**src/rtl/unidade_de_busca_pkg.sv**
```systemverilog
// unidade_de_busca_pkg: nRisc opcodes, fetch-stage state encodings and instruction field positions
package unidade_de_busca_pkg;
   localparam logic [2:0] OP_LOAD  = 3'b000;
   localparam logic [2:0] OP_LA    = 3'b001;
   localparam logic [2:0] OP_STORE = 3'b010;
   localparam logic [2:0] OP_ADD   = 3'b011;
   localparam logic [2:0] OP_ADDI  = 3'b100;
   localparam logic [2:0] OP_BEQ   = 3'b101;
   localparam logic [2:0] OP_J     = 3'b110;
   localparam logic [2:0] OP_HALT  = 3'b111;
   localparam int OP_MSB   = 7;
   localparam int OP_LSB   = 5;
   localparam int JOFF_MSB = 4;
   typedef enum logic [1:0] {
      FETCH  = 2'b00,
      DECODE = 2'b01,
      EXEC   = 2'b10,
      HALT   = 2'b11
   } fase_t;
endpackage

```
**src/rtl/unidade_de_busca_if.sv**
```systemverilog
// unidade_de_busca_if: ROM, control-unit and status signals of the fetch stage
interface unidade_de_busca_if #(parameter int PC_W = 8);
   logic [7:0]      InstrData;
   logic            Jump;
   logic            BEQ;
   logic            PCWrite;
   logic            Zero;
   logic [PC_W-1:0] InstrAddr;
   logic [7:0]      Instr;
   logic [2:0]      Opcode;
   logic            ExecEn;
   logic [1:0]      Fase;
   logic            Halted;
   modport master (
      output InstrData, Jump, BEQ, PCWrite, Zero,
      input  InstrAddr, Instr, Opcode, ExecEn, Fase, Halted
   );
   modport slave (
      input  InstrData, Jump, BEQ, PCWrite, Zero,
      output InstrAddr, Instr, Opcode, ExecEn, Fase, Halted
   );
endinterface

```
**src/rtl/unidade_de_busca_proximo_pc.sv**
```systemverilog
// proximo_pc: next-PC select; relative jump beats taken branch beats sequential step
module proximo_pc
   import unidade_de_busca_pkg::*;
#(
   parameter int PC_W = 8
) (
   input  logic [PC_W-1:0] pc,
   input  logic [JOFF_MSB:0] offset,
   input  logic            jump,
   input  logic            beq,
   input  logic            zero,
   output logic [PC_W-1:0] pc_next
);
   logic [PC_W-1:0] sext;
   assign sext = {{(PC_W-JOFF_MSB-1){offset[JOFF_MSB]}}, offset};
   assign pc_next = jump ? pc + sext : pc + ((beq & zero) ? PC_W'(2) : PC_W'(1));
endmodule

```
**src/rtl/unidade_de_busca.sv**
```systemverilog
// unidade_de_busca: nRisc fetch stage; PC and instruction register sequenced FETCH -> DECODE -> EXEC,
// with HALT absorbing until reset
module unidade_de_busca
   import unidade_de_busca_pkg::*;
#(
   parameter int              PC_W     = 8,
   parameter logic [PC_W-1:0] RESET_PC = '0
) (
   input logic Clock,
   input logic Reset,
   unidade_de_busca_if.slave bus
);
   fase_t           fase;
   logic [PC_W-1:0] pc;
   logic [PC_W-1:0] pc_next;
   logic [7:0]      instr;
   proximo_pc #(.PC_W(PC_W)) u_proximo_pc (
      .pc(pc),
      .offset(instr[JOFF_MSB:0]),
      .jump(bus.Jump),
      .beq(bus.BEQ),
      .zero(bus.Zero),
      .pc_next(pc_next)
   );
   // control inputs are only looked at in EXEC, so their value elsewhere never matters
   always_ff @(posedge Clock) begin
      if (Reset) begin
         fase  <= FETCH;
         pc    <= RESET_PC;
         instr <= '0;
      end else begin
         case (fase)
            FETCH: begin
               instr <= bus.InstrData;
               fase  <= DECODE;
            end
            DECODE: fase <= EXEC;
            EXEC: begin
               if (bus.PCWrite) pc <= pc_next;
               fase <= bus.PCWrite ? FETCH : HALT;
            end
            default: fase <= HALT;
         endcase
      end
   end
   assign bus.InstrAddr = pc;
   assign bus.Instr     = instr;
   assign bus.Opcode    = instr[OP_MSB:OP_LSB];
   assign bus.Fase      = fase;
   assign bus.ExecEn    = (fase == EXEC);
   assign bus.Halted    = (fase == HALT);
endmodule

```
**src/flat_wrapper.sv**
```systemverilog
// flat-port wrapper written by rule: the top's interface ports become plain ports
module unidade_de_busca_flat import unidade_de_busca_pkg::*;
#(
   parameter int              PC_W     = 8,
   parameter logic [PC_W-1:0] RESET_PC = '0
)
  (Clock, Reset, bus_InstrData, bus_Jump, bus_BEQ, bus_PCWrite, bus_Zero, bus_InstrAddr, bus_Instr, bus_Opcode, bus_ExecEn, bus_Fase, bus_Halted);
  unidade_de_busca_if #(.PC_W(PC_W)) bus_i ();
  input logic Clock;
  input logic Reset;
  input wire logic [$bits(bus_i.InstrData)-1:0] bus_InstrData;
  input wire logic [$bits(bus_i.Jump)-1:0] bus_Jump;
  input wire logic [$bits(bus_i.BEQ)-1:0] bus_BEQ;
  input wire logic [$bits(bus_i.PCWrite)-1:0] bus_PCWrite;
  input wire logic [$bits(bus_i.Zero)-1:0] bus_Zero;
  output wire logic [$bits(bus_i.InstrAddr)-1:0] bus_InstrAddr;
  output wire logic [$bits(bus_i.Instr)-1:0] bus_Instr;
  output wire logic [$bits(bus_i.Opcode)-1:0] bus_Opcode;
  output wire logic [$bits(bus_i.ExecEn)-1:0] bus_ExecEn;
  output wire logic [$bits(bus_i.Fase)-1:0] bus_Fase;
  output wire logic [$bits(bus_i.Halted)-1:0] bus_Halted;
  assign bus_i.InstrData = bus_InstrData;
  assign bus_i.Jump = bus_Jump;
  assign bus_i.BEQ = bus_BEQ;
  assign bus_i.PCWrite = bus_PCWrite;
  assign bus_i.Zero = bus_Zero;
  assign bus_InstrAddr = bus_i.InstrAddr;
  assign bus_Instr = bus_i.Instr;
  assign bus_Opcode = bus_i.Opcode;
  assign bus_ExecEn = bus_i.ExecEn;
  assign bus_Fase = bus_i.Fase;
  assign bus_Halted = bus_i.Halted;
  unidade_de_busca #(.PC_W(PC_W), .RESET_PC(RESET_PC)) u_core (.Clock(Clock), .Reset(Reset), .bus(bus_i));
endmodule
```
**config.mk**
```make
export PLATFORM = sky130hd
export DESIGN_NAME = unidade_de_busca_flat
export DESIGN_NICKNAME = d
export VERILOG_FILES = /design/src/rtl/unidade_de_busca_pkg.sv /design/src/rtl/unidade_de_busca_if.sv /design/src/rtl/unidade_de_busca_proximo_pc.sv /design/src/rtl/unidade_de_busca.sv /design/src/flat_wrapper.sv
export SDC_FILE = /design/constraint.sdc
export NUM_CORES = 1
export LEC_CHECK = 0
export CELL_PAD_IN_SITES_DETAIL_PLACEMENT = 0
export CELL_PAD_IN_SITES_GLOBAL_PLACEMENT = 1
export CORE_ASPECT_RATIO = 1.4
export CORE_MARGIN = 5
export CORE_UTILIZATION = 43
export CTS_CLUSTER_DIAMETER = 100
export DETAILED_ROUTE_END_ITERATION = 8
export DONT_BUFFER_PORTS = 1
export HOLD_SLACK_MARGIN = 0.12
export PLACE_DENSITY_LB_ADDON = 0.1
export SLEW_MARGIN = 20
export SYNTH_ARGS = -nofsm -noshare
export SYNTH_HDL_FRONTEND = slang
export SYNTH_SLANG_ARGS = --single-unit
```
**constraint.sdc**
```tcl
create_clock -name Clock -period 3.36 [get_ports Clock]
set_input_delay 0.672 -clock Clock [delete_from_list [all_inputs] [get_ports Clock]]
set_output_delay 0.672 -clock Clock [all_outputs]
set_load 0.005 [all_outputs]
```
# == After elaboration in Yosys (flattened, before gate mapping) ==
# Cells that the tools add are included.
# totals
reg_bits,18
input_bits,14
output_inout_bits,23
word_cells,15
# classes
n_addsub,2
n_eq_ne,3
mux,4
bitwise,1
n_reduce_logical,2
# op_table
cell,n
adder 8 x 2 -> 8 bit,1
adder 8 bit,1
2-to-1 mux 8 bit,1
one-hot mux 2 bit (3 select lines),1
equality test 2 bit (second input constant),2
2-to-1 mux 2 bit,2
equality test 2 x 1 -> 1 bit (second input constant),1
zero test 2 bit,1
AND reduction 2 bit,1
AND 1 bit,1

# == Logic depth before layout (Yosys ltp) ==
# Gate-level depths: netlist of the first run.
# depth
depth_word,4
depth_mapped,9
mapped_depth_nobuf,9

# == By module ==
# From an unflattened synthesis of the first run, not the netlist that was laid out.
# unflattened
hier_cells,122
hier_area_um2,1162.4
# modules_own_cells
mod,n_inst,cells_each,area_per_inst_um2
unidade_de_busca,1,84,842.1
proximo_pc,1,38,320.3

# == Worst setup path after synthesis of the first run ==
# OpenSTA, ideal clock, no wires.
# synth_timing
path_kind,input-to-reg
from,input port bus_Jump
to,"register u_core.pc[6], in the netlist u_core.bus.InstrAddr[6]"
t_arrival_ps,2464
required_ps,3238
setup_slack_ps,774
path_stages,8
cell_sequence,mux2_2 > ha_1 > fa_1 > a21o_1 > a21oi_1 > o21ai_1 > mux2i_1 > a311o_1
# synth_between
elab_chain_len,1
# synth_rtl
item,line_no,rtl
from (decl),flat_wrapper.sv:12,input wire logic [$bits(bus_i.Jump)-1:0] bus_Jump;
2-to-1 mux 8 bit,unidade_de_busca_proximo_pc.sv:16,assign pc_next = jump ? pc + sext : pc + ((beq & zero) ? PC_W'(2) : PC_W'(1));
to (signal assigned),unidade_de_busca.sv:39,if (bus.PCWrite) pc <= pc_next;
to (decl),unidade_de_busca.sv:14,logic [PC_W-1:0] pc;
# Every way passes these cells.
# A chain may end at the register's enable or synchronous reset.

# == Final worst setup path of the first run ==
# Ends and elaborated chain as after synthesis.

==> summary.txt, run 1 <==
Placed design
  – Routability-driven placement congestion ratio: 0.8389
  – Cell area after placement: ~1000 um2
  – DPL Wire Length: approximately 1.6 mm
  – Post-Place Worst Slack: ~0.68 ns
  – Port Buffers: 0

Clock tree
  – Num Clock Sinks: 18
  – Setup repair bufs after CTS: 0
  – Clock tree from TritonCTS: yes
  – Clock edge transition at the registers on the reported setup and hold paths: approximately 0.11 ns
  – Num CTS Buffers: 3
  – Number of gates given a new drive strength after cts: 0
  – Number of buffers inserted for hold repair after clock tree synthesis: 0
  – H-tree Lvls: 1
  – Clk Latency, worst-skew pair: roughly 0.30 ns
  – Clock Tree Root: sky130_fd_sc_hd__clkbuf_4
  – Longest Clk Path Bufs: 2

Timing
  – Number of setup violations in the final report: 0
  – Final total negative setup slack: 0 ns
  – Worst Max-Slew Pin Slew: around 0.48 ns
  – Maximum clock rate: 422.7 MHz
  – RSZ-0062 raised after global routing: false
  – Crit path setup slack, layout: 0.9944 ns
  – Skew final: 0.006294 ns
  – Worst slew margin relative to its limit: between 60% and 70%
  – Smallest hold slack: between 0.4 and 0.5 ns
  – Max Slew Vio Count: 0
  – Final Hold Fails: 0
  – Crit path time final: between 2 and 2.5 ns
  – Period utilisation layout: 70.41%

Floorplan
  – Ports: 37
  – Die Y: roughly 68 um
  – Starting utilization of the core area: 43.61%
  – Total core area: 0.002338 mm2
  – Number of placement rows: 21
  – Die Outline Area: about 0.0035 mm2
  – Die width: a little over 50 um

Yosys
  – Number of synthesized register bits: 18
  – Share of the synthesized area in compound gates (AO/OA/AOI/OAI): about 18%
  – Mux share of post-synthesis cell area: under 10%
  – Post-Synth Simple-Gate Area: 22.21%
  – Fraction of the mapped netlist area in adder cells: 10.55%
  – Async set or reset register ratio after synthesis: 0%
  – Library cells used by synthesis: 35
  – Netlist area before placement: around 0.001 mm2
  – Count of mapped cells out of synthesis: around 120
  – Xor-xnor portion of the synthesized cell area: under 10%
  – Synthesized netlist net count: approximately 150
  – Yosys Warn Count: 0
  – Post-Syn Area per Cell: just over 8 um2
  – Main synth FF type: sky130_fd_sc_hd__dfxtp_1
  – Combinational family with the most area after synthesis: simple AND/OR/NAND/NOR gates
  – Part of the Yosys area used for sequential elements: between 30% and 40%
  – Post-synth EDFFs: 0

Route
  – DR vias: around 800
  – Total Routed Length: 2.104 mm
  – Pre-Repair DR Iteration Count: 4
  – Routed WL per cell: between 10 and 15 um
  – Mean number of vias per cell: between 5 and 6
  – Final ANT Viol Nets: 0
  – Detailed router's first-iteration violation count: 22
  – Post-route DRC: 0

Critical path
  – Crit-path max cell delay: roughly 0.40 ns
  – CP Data Required Time: between 3 and 4 ns
  – Number of cells on the worst reg-to-reg path: 8
  – Critical Path Start Type: input pin
  – Worst reg-to-reg setup slack: approximately 1.1 ns
  – Critical path, cell by cell: mux2_2 > ha_1 > fa_1 > a21o_1 > a21oi_1 > o21ai_1 > mux2i_1 > a311o_1
  – Reg-to-Reg End: u_core.bus.InstrAddr[6]
  – Kind of end point of the critical path: flop
  – Maximum net fanout on the critical path: 6
  – Crit Path Category: in -> reg
  – Worst-path cell with the longest stage delay: sky130_fd_sc_hd__fa_1
  – Startpoint of the most critical register-to-register path: u_core.bus.Instr[0]
  – Data arrival time of the critical path: about 2.6 ns

GRT
  – Global-route wire length before repair: roughly 3.5 mm
  – Remaining global-route overflow: 0
  – Initial antenna violation count: 0
  – Maximum number of pins on one net before global-route repair: 22
  – Via count of the first global-routing pass: around 770
  – Aggregate global-route resource usage: 13.48%

Layout
  – Final design area excluding fillers: 0.001036 mm2
  – Final net count: roughly 140
  – Layout overhead on the synthesized area: 1.595%
  – Final core area utilization: around 44%
  – Most used cells in the layout excluding fill and tap cells: 23 x sky130_fd_sc_hd__nand2_1, 18 x sky130_fd_sc_hd__dfxtp_1, 17 x sky130_fd_sc_hd__a21oi_1, 9 x sky130_fd_sc_hd__o21ai_0, 7 x sky130_fd_sc_hd__ha_1
  – Area occupied by multi-input gates: ~600 um2
  – Antenna Diode Count: 0
  – Commonest non-fill, non-tap cell in the layout: sky130_fd_sc_hd__nand2_1
  – Fill cells: around 250
  – Fraction of final layout cells sized beyond drive strength 1: under 10%
  – Sequential Area: roughly 360 um2

Min path
  – Hold path endpoint: u_core.bus.Instr[6]
  – Class of the tightest hold or removal check: in -> reg
  – Number of cells traversed by the worst hold path: 1
  – Start point of the worst hold path: Reset

Pwr
  – Areal power density over the cells: around 410 mW/mm2
  – Leak: 0.4495 nW
  – Maximum vdd ir drop: 0.2047 mV

Status
  – Status: finished, final reports clean

Job
  – Number of maximum-capacitance violations: 0
## area by class of cell
cell class	count	area share, %
multi-input cells	95	57.85
flip-flops and latches	18	34.78
clock buffers	4	3.502
well taps	23	2.778
inverters	3	1.087
## state kept, by name, summed over array words and instances, names as in the netlist
signal / cells
u_core.bus.Instr: 8
u_core.bus.InstrAddr: 8
u_core.bus.Fase: 2
## worst max-delay path by stage
stage | start | to | slack (ns) | cells after the start
6_report | bus_Jump | u_core.bus.InstrAddr[6] | 0.99 | 8
5_1_grt | bus_BEQ | u_core.bus.InstrAddr[6] | 0.89 | 9
4_1_cts | bus_Jump | u_core.bus.InstrAddr[6] | 0.99 | 8
3_5_place_dp | bus_Jump | u_core.bus.InstrAddr[6] | 0.68 | 8
3_3_place_gp | bus_Jump | u_core.bus.InstrAddr[6] | 0.69 | 8
2_1_floorplan | bus_Jump | u_core.bus.InstrAddr[6] | 0.77 | 8
## critical path: cells and delay by family
| kind | cells | cell delay, ns |
|---|---|---|
| muxes | 2 | 0.44 |
| adders and majority gates | 2 | 0.61 |
| AOI/OAI and AO/OA | 4 | 0.85 |
## per-layer routing
layer	up-vias	GRT usage [%]	share of wire, %
li1	413	-	-
met1	358	16.67	43
met2	27	20.81	49
met3	5	3.532	6.4
met4	0	8.081	2.4
met5	-	0	0
## per-stage QoR
step	total power [mW]	std cells
5_1_grt	0.4534	143
3_3_place_gp	0.2967	139
2_1_floorplan	0.2931	124
3_5_place_dp	0.2971	139
6_report	0.4283	143
4_1_cts	0.4354	143
## cell families after synthesis
logic type / Yosys count
xor+xnor: 4
flops: 18
compound gates: 34
fa+ha+maj: 8
simple gates: 45
mux: 4
buf+inv: 11
## report_power, final
part	internal [mW]	switching, mW
clock	0.0661	0.0713
combinational	0.0209	0.0261
sequential	0.226	0.0182
## synthesized netlist by cell type (all sizes together) (3+ instances only)
| cell type | count | area [um2] |
|---|---|---|
| nand2 | 24 | 97.59 |
| a21oi | 18 | 93.84 |
| dfxtp | 18 | 360.4 |
| o21ai | 11 | 55.05 |
| ha | 7 | 87.58 |
| nor2 | 6 | 22.52 |
| and2 | 5 | 33.78 |
| buf | 4 | 33.78 |
| clkbuf | 4 | 15.01 |
| inv | 3 | 11.26 |
Power figures use the tool's default switching activity.
==> inputs of run 2 (changes only) <==
==> constraint.sdc (replaced) <==
create_clock -name Clock -period 2.4 [get_ports Clock]
set_input_delay 0.48 -clock Clock [delete_from_list [all_inputs] [get_ports Clock]]
set_output_delay 0.48 -clock Clock [all_outputs]
set_load 0.005 [all_outputs]
==> run 2 against run 1 <==
Global-route usage grew 0.13 points. Critical path depth is the same. First-iteration DRC count grew 4.5%. Setup slack lost 0.89 ns. Hold slack lost 0.18 ns. Via count grew 1.9%. Core utilization grew 0.32 points. Power grew 39%. Non-clock buffer count grew 1. Die area is the same. Sequential share of layout area shrank 0.25 points. Largest power group unchanged.
==> summary.txt, run 2 (synthesized netlist as in run 1, its figures left out) <==
Floorplan
  – Starting utilization of the core area: 43.61% (unchanged)
  – Die Outline Area: 0.003459 mm2 (unchanged)
  – Die Y: 67.62 um (unchanged)
  – Die width: 51.16 um (unchanged)
  – Total core area: 0.002338 mm2 (unchanged)
  – Ports: 37 (unchanged)
  – Number of placement rows: 21 (unchanged)

Pwr
  – Clk network pwr share: 31.7% (-0.4 points)
  – Sw Share: 26.58% (-0.42 points)
  – Net switching component of the power: 158.4 uW (+37%)
  – Sequential share of power: 57.4% (+0.5 points)
  – Cell Int Power: 437.5 uW (+40%)
  – Sum of internal, switching and leakage power: 595.9 uW (+39%)
  – Leak: 0.4536 nW (+0.92%)
  – Areal power density over the cells: 571.1 mW/mm2 (+38%)
  – Combinational share of power: 11.0% (about the same)
  – Maximum vdd ir drop: 0.4358 mV (+110%)

Critical path
  – Data arrival time of the critical path: 2.49 ns (-0.08 ns)
  – Worst-path cell with the longest stage delay: sky130_fd_sc_hd__fa_1
  – Critical path, cell by cell: mux2_2 > ha_1 > fa_1 > a21o_1 > a21oi_1 > o21ai_1 > mux2i_1 > a311o_1
  – First element of the critical path: u_core.bus.Instr[0]
  – Combined buffer and inverter count along the critical path: 0 (unchanged)
  – Crit path max-delay family: compound AO/OA/AOI/OAI gates
  – Crit-path max cell delay: 0.42 ns (+0.02 ns)
  – Startpoint of the most critical register-to-register path: u_core.bus.Instr[0]
  – CP Data Required Time: 2.59 ns (-0.97 ns)
  – Kind of end point of the critical path: flop
  – Crit Path Category: reg -> reg
  – Critical Path Start Type: flop
  – Number of cells on the worst reg-to-reg path: 8 (unchanged)
  – Maximum net fanout on the critical path: 3 (-3)
  – Number of gates on the worst path with buffers counted: 8 (unchanged)

Layout
  – Post-route insts no fill: 144 (+0.70%)
  – Fraction of final layout cells sized beyond drive strength 1: 8.264% (+0.76 points)
  – Antenna Diode Count: 0 (unchanged)
  – Final core area utilization: 44.62% (+0.32 points)
  – Commonest non-fill, non-tap cell in the layout: sky130_fd_sc_hd__nand2_1
  – Final net count: 144 (+0.70%)
  – Most used cells in the layout excluding fill and tap cells: 23 x sky130_fd_sc_hd__nand2_1, 18 x sky130_fd_sc_hd__dfxtp_1, 17 x sky130_fd_sc_hd__a21oi_1, 9 x sky130_fd_sc_hd__o21ai_0, 7 x sky130_fd_sc_hd__ha_1
  – Layout overhead on the synthesized area: 2.331%

Route
  – Pre-Repair DR Iteration Count: 4 (unchanged)
  – Routed WL per cell: 14.88 um (+1.1%)
  – Final ANT Viol Nets: 0 (unchanged)
  – Total Routed Length: 2.143 mm (+1.9%)
  – DR vias: 818 (+1.9%)
  – Mean number of vias per cell: 5.681 (+1.2%)
  – Detailed router's first-iteration violation count: 23 (+4.5%)
  – Post-route DRC: 0 (unchanged)

Timing
  – RSZ-0062 raised after global routing: false
  – Max Slew Vio Count: 0 (unchanged)
  – Period utilisation layout: 95.73%
  – Maximum clock rate: roughly 440 MHz
  – Smallest hold slack: 0.2412 ns (-0.1794 ns)
  – Final total negative setup slack: 0 ns (unchanged)
  – Worst slew margin relative to its limit: 66.77% (-1.0 points)
  – Crit path time final: about 2.3 ns
  – Worst Max-Slew Pin Slew: 0.4966 ns (+0.01415 ns)
  – Number of setup violations in the final report: 0 (unchanged)
  – Final Hold Fails: 0 (unchanged)
  – Skew final: 0.0006208 ns (-0.005674 ns)

Clock tree
  – Longest Clk Path Bufs: 2 (unchanged)
  – Num Clock Sinks: 18 (unchanged)
  – Setup repair bufs after CTS: 0 (unchanged)
  – Clock tree from TritonCTS: yes
  – Clk Latency, worst-skew pair: 0.29 ns (about the same)
  – Number of buffers inserted for hold repair after clock tree synthesis: 0 (unchanged)
  – Number of gates given a new drive strength after cts: 0 (unchanged)
  – Clock Tree Root: sky130_fd_sc_hd__clkbuf_4
  – Num CTS Buffers: 3 (unchanged)
  – Clock edge transition at the registers on the reported setup and hold paths: 0.11 ns (about the same)
  – H-tree Lvls: 1 (unchanged)

Placed design
  – Routability-driven placement congestion ratio: 0.8218 (-2.0%)
  – DPL Wire Length: 1.631 mm (+2.3%)
  – Port Buffers: 0 (unchanged)
  – Count of placed standard cells including taps: 140 (+0.72%)

GRT
  – Initial antenna violation count: 0 (unchanged)
  – Aggregate global-route resource usage: 13.61% (+0.13 points)
  – Global-route wire length before repair: 3.588 mm (+2.8%)
  – Maximum number of pins on one net before global-route repair: 22 (unchanged)
  – Via count of the first global-routing pass: 828 (+8.0%)
  – Remaining global-route overflow: 0 (unchanged)

Job
  – Number of maximum-capacitance violations: 0 (unchanged)

Status
  – Status: finished, final reports clean

Min path
  – Class of the tightest hold or removal check: in -> reg
  – Number of cells traversed by the worst hold path: 1 (unchanged)
  – Start point of the worst hold path: Reset
-- run 2: cell types whose count changed in the layout (fill, tap and decap cells not counted) --
| cell | previous run | this run |
|---|---|---|
| sky130_fd_sc_hd__buf_4 | 0 | 1 |
-- run 2: routing by layer --
metal | GRT usage, % | vias up | share of wire [%]
li1 | - | 416 | -
met1 | 15.57 | 368 | 42
met2 | 21.94 | 32 | 50
met3 | 4.857 | 2 | 7.5
met4 | 7.407 | 0 | 0.75
met5 | 0 | - | 0
-- run 2: through the flow --
step | worst slack, ns | cell area (um2)
floorplan | 0.005640 | 1020
global placement | -0.04528 | 1007
detailed placement | -0.08738 | 1007
CTS | 0.08959 | 1044
global route | 0.01676 | 1044
finish | 0.1025 | 1044
-- run 2: power groups by stage --
stage / sequential [mW] / clock (mW) / combinational [mW]
finish: 0.342 / 0.189 / 0.0654
global route: 0.346 / 0.209 / 0.0778
CTS: 0.343 / 0.201 / 0.0664
detailed placement: 0.350 / 0 / 0.0661
global placement: 0.350 / 0 / 0.0655
floorplan: 0.337 / 0 / 0.0737
-- run 2: path summary, 6_finish.rpt --
| path | end | slack (ns) |
|---|---|---|
| worst max-delay path | u_core.bus.InstrAddr[6] | 0.10 |
| worst min-delay path | u_core.bus.Instr[6] | 0.24 |
| worst max register to register | u_core.bus.InstrAddr[6] | 0.10 |
| worst min register to register | u_core.bus.InstrAddr[0] | 0.50 |
-- run 2: layout make-up --
cell class	instances	area (um2)
clock buffer	4	36.28
fill	234	1295
tap	23	28.78
sequential	18	360.3
multi-input combinational	95	599.3
timing repair buffer	1	7.507
inverter	3	11.26
==> inputs of run 3 (changes only) <==
--- a/config.mk
+++ b/config.mk
@@ -5,6 +5,7 @@
 export SDC_FILE = /design/constraint.sdc
 export NUM_CORES = 1
 export LEC_CHECK = 0
+export CAP_MARGIN = 20
 export CELL_PAD_IN_SITES_DETAIL_PLACEMENT = 0
 export CELL_PAD_IN_SITES_GLOBAL_PLACEMENT = 1
 export CORE_ASPECT_RATIO = 1.4
@@ -15,6 +16,7 @@
 export DONT_BUFFER_PORTS = 1
 export HOLD_SLACK_MARGIN = 0.12
 export PLACE_DENSITY_LB_ADDON = 0.1
+export RECOVER_POWER = 50
 export SLEW_MARGIN = 20
 export SYNTH_ARGS = -nofsm -noshare
 export SYNTH_HDL_FRONTEND = slang
==> constraint.sdc (replaced) <==
create_clock -name Clock -period 2.15 [get_ports Clock]
set_input_delay 0.43 -clock Clock [delete_from_list [all_inputs] [get_ports Clock]]
set_output_delay 0.43 -clock Clock [all_outputs]
set_load 0.005 [all_outputs]
==> run 3 against run 2 <==
First-iteration DRC count decreased by 39%. Cell area grew 6.8%. Flip-flop and latch count unchanged. Register-to-register slack worse by 0.02 ns. Routed wire length increased by 5.2%. Final cell count rose by 4.2%. Via count grew 2.8%. Sequential power rose by 8.2%. Non-clock buffer count up 6. Clock skew grew 0.0020 ns. Sequential share of layout area down 2.2 points. Setup slack lost 0.020 ns.
==> summary.txt, run 3 (synthesized netlist as in run 1, its figures left out) <==
Status
  – Status: finished, final reports clean

Clock tree
  – Number of buffers inserted for hold repair after clock tree synthesis: 0 (unchanged)
  – Longest Clk Path Bufs: 2 (unchanged)
  – Clock tree from TritonCTS: yes
  – Num CTS Buffers: 3 (unchanged)
  – Number of gates given a new drive strength after cts: 0 (unchanged)
  – Clock Tree Root: sky130_fd_sc_hd__clkbuf_4
  – H-tree Lvls: 1 (unchanged)
  – Clock edge transition at the registers on the reported setup and hold paths: 0.11 ns (about the same)
  – Setup repair bufs after CTS: 0 (unchanged)
  – Clk Latency, worst-skew pair: 0.29 ns (about the same)
  – Num Clock Sinks: 18 (unchanged)

Critical path
  – Data arrival time of the critical path: 2.26 ns (-0.23 ns)
  – Worst-path cell with the longest stage delay: sky130_fd_sc_hd__fa_2
  – Crit path max-delay family: compound AO/OA/AOI/OAI gates
  – Crit-path max cell delay: 0.39 ns (-0.03 ns)
  – Kind of end point of the critical path: flop
  – Critical path, cell by cell: mux2_4 > ha_4 > fa_2 > a21o_1 > a21oi_2 > o21ai_1 > mux2i_1 > a311o_1
  – Crit Path Category: reg -> reg
  – CP Data Required Time: 2.34 ns (-0.25 ns)
  – Maximum net fanout on the critical path: 3 (unchanged)
  – Combined buffer and inverter count along the critical path: 0 (unchanged)
  – Critical Path Start Type: flop

Layout
  – Final design area excluding fillers: 0.001115 mm2 (+6.8%)
  – Fraction of final layout cells sized beyond drive strength 1: 14.96% (+6.7 points)
  – Layout overhead on the synthesized area: 9.325%
  – Antenna Diode Count: 0 (unchanged)
  – Final core area utilization: 47.67% (+3.0 points)
  – Final net count: 150 (+4.2%)
  – Most used cells in the layout excluding fill and tap cells: 22 x sky130_fd_sc_hd__nand2_1, 18 x sky130_fd_sc_hd__dfxtp_1, 16 x sky130_fd_sc_hd__a21oi_1, 9 x sky130_fd_sc_hd__o21ai_0
  – Commonest non-fill, non-tap cell in the layout: sky130_fd_sc_hd__nand2_1
  – Fill cells: 236 (+0.85%)

Floorplan
  – Die width: 51.16 um (unchanged)
  – Die Y: 67.62 um (unchanged)
  – Die Outline Area: 0.003459 mm2 (unchanged)
  – Starting utilization of the core area: 43.61% (unchanged)
  – Total core area: 0.002338 mm2 (unchanged)
  – Number of placement rows: 21 (unchanged)
  – Ports: 37 (unchanged)

Pwr
  – Sw Share: 26.84% (+0.26 points)
  – Net switching component of the power: 183.2 uW (+16%)
  – Sequential share of power: 54.2% (-3.2 points)
  – Leak: 0.4880 nW (+7.6%)
  – Areal power density over the cells: 612.1 mW/mm2 (+7.2%)
  – Cell Int Power: 499.3 uW (+14%)
  – Clk network pwr share: 31.1% (-0.6 points)
  – Combinational share of power: 14.7% (+3.7 points)
  – Sum of internal, switching and leakage power: 682.4 uW (+15%)
  – Maximum vdd ir drop: 0.4284 mV (-1.7%)

Timing
  – Maximum clock rate: 483.7 MHz (+11%)
  – Worst slew margin relative to its limit: 65.87% (-0.89 points)
  – Period utilisation layout: 96.15% (+0.43 points)
  – Crit path setup slack, layout: 0.08267 ns (-0.01981 ns)
  – Skew final: 0.002588 ns (+0.001967 ns)
  – RSZ-0062 raised after global routing: false
  – Crit path time final: 2.067 ns (-0.2302 ns)
  – Final Hold Fails: 0 (unchanged)
  – Max Slew Vio Count: 0 (unchanged)
  – Number of setup violations in the final report: 0 (unchanged)
  – Worst Max-Slew Pin Slew: 0.5119 ns (+0.01525 ns)

GRT
  – Global-route wire length before repair: 3.505 mm (-2.3%)
  – Aggregate global-route resource usage: 13.39% (-0.22 points)
  – Remaining global-route overflow: 0 (unchanged)
  – Initial antenna violation count: 0 (unchanged)
  – Via count of the first global-routing pass: 801 (-3.3%)
  – Maximum number of pins on one net before global-route repair: 22 (unchanged)

Placed design
  – Post-Place Worst Slack: -0.06094 ns (+0.02644 ns)
  – Port Buffers: 0 (unchanged)
  – Cell area after placement: 0.001082 mm2 (+7.5%)
  – Routability-driven placement congestion ratio: 0.8504 (+3.5%)
  – DPL Wire Length: 1.743 mm (+6.9%)

Route
  – Post-route DRC: 0 (unchanged)
  – Routed WL per cell: 15.03 um (+0.97%)
  – Detailed router's first-iteration violation count: 14 (-39%)
  – Final ANT Viol Nets: 0 (unchanged)
  – DR vias: 841 (+2.8%)
  – Pre-Repair DR Iteration Count: 3 (-1)
  – Total Routed Length: 2.254 mm (+5.2%)
  – Mean number of vias per cell: 5.607 (-1.3%)

Job
  – Number of maximum-capacitance violations: 0 (unchanged)

Min path
  – Class of the tightest hold or removal check: in -> reg
## run 3: power by group through the flow
stage | clock network (mW) | registers, mW | logic [mW]
floorplan | 0 | 0.376 | 0.0863
global placement | 0 | 0.378 | 0.101
detailed placement | 0 | 0.378 | 0.103
CTS | 0.219 | 0.371 | 0.103
global route | 0.231 | 0.373 | 0.116
finish | 0.212 | 0.370 | 0.100
## run 3: per-layer routing
metal / track usage, % / up-vias / share of wire, %
met5: 0 / - / 0
li1: - / 430 / -
met1: 13.86 / 387 / 41
met4: 5.051 / 0 / 0.71
met3: 3.311 / 2 / 5.0
met2: 25.48 / 22 / 54
## run 3: metrics by stage
stage	setup TNS, ns	instances	hold slack (ns)
after CTS	0	150	0.1790
after detailed placement	-0.06094	146	0.4866
final	0	150	0.1909
after global placement	-0.05263	146	0.4810
after global routing	0	150	0.1706
after floorplan	-0.009667	124	0.4650
## run 3: path summary, 6_finish.rpt
kind | to | start | slack (ns) | depth (start not counted)
worst max-delay path | u_core.bus.InstrAddr[6] | u_core.bus.Instr[0] | 0.08 | 8
worst min-delay path | u_core.bus.Instr[7] | Reset | 0.19 | 1
worst max register to register | u_core.bus.InstrAddr[6] | u_core.bus.Instr[0] | 0.08 | 8
worst min register to register | u_core.bus.InstrAddr[4] | u_core.bus.InstrAddr[4] | 0.50 | 2
## run 3: layout make-up
class	instances	area, um2	share of cell area (%)
clock buffer	4	36.28	3.255
sequential	18	360.3	32.32
timing repair buffer	7	48.80	4.377
inverter	3	11.26	1.010
multi-input combinational	95	629.4	56.45
tap	23	28.78	2.581
## run 3: worst register-to-register path, cell delays in order (launching register included)
cell	delay [ns]
sky130_fd_sc_hd__dfxtp_1	0.35
sky130_fd_sc_hd__mux2_4	0.28
sky130_fd_sc_hd__ha_4	0.17
sky130_fd_sc_hd__fa_2	0.39
sky130_fd_sc_hd__a21o_1	0.18
sky130_fd_sc_hd__a21oi_2	0.14
sky130_fd_sc_hd__o21ai_1	0.09
sky130_fd_sc_hd__mux2i_1	0.12
sky130_fd_sc_hd__a311o_1	0.27
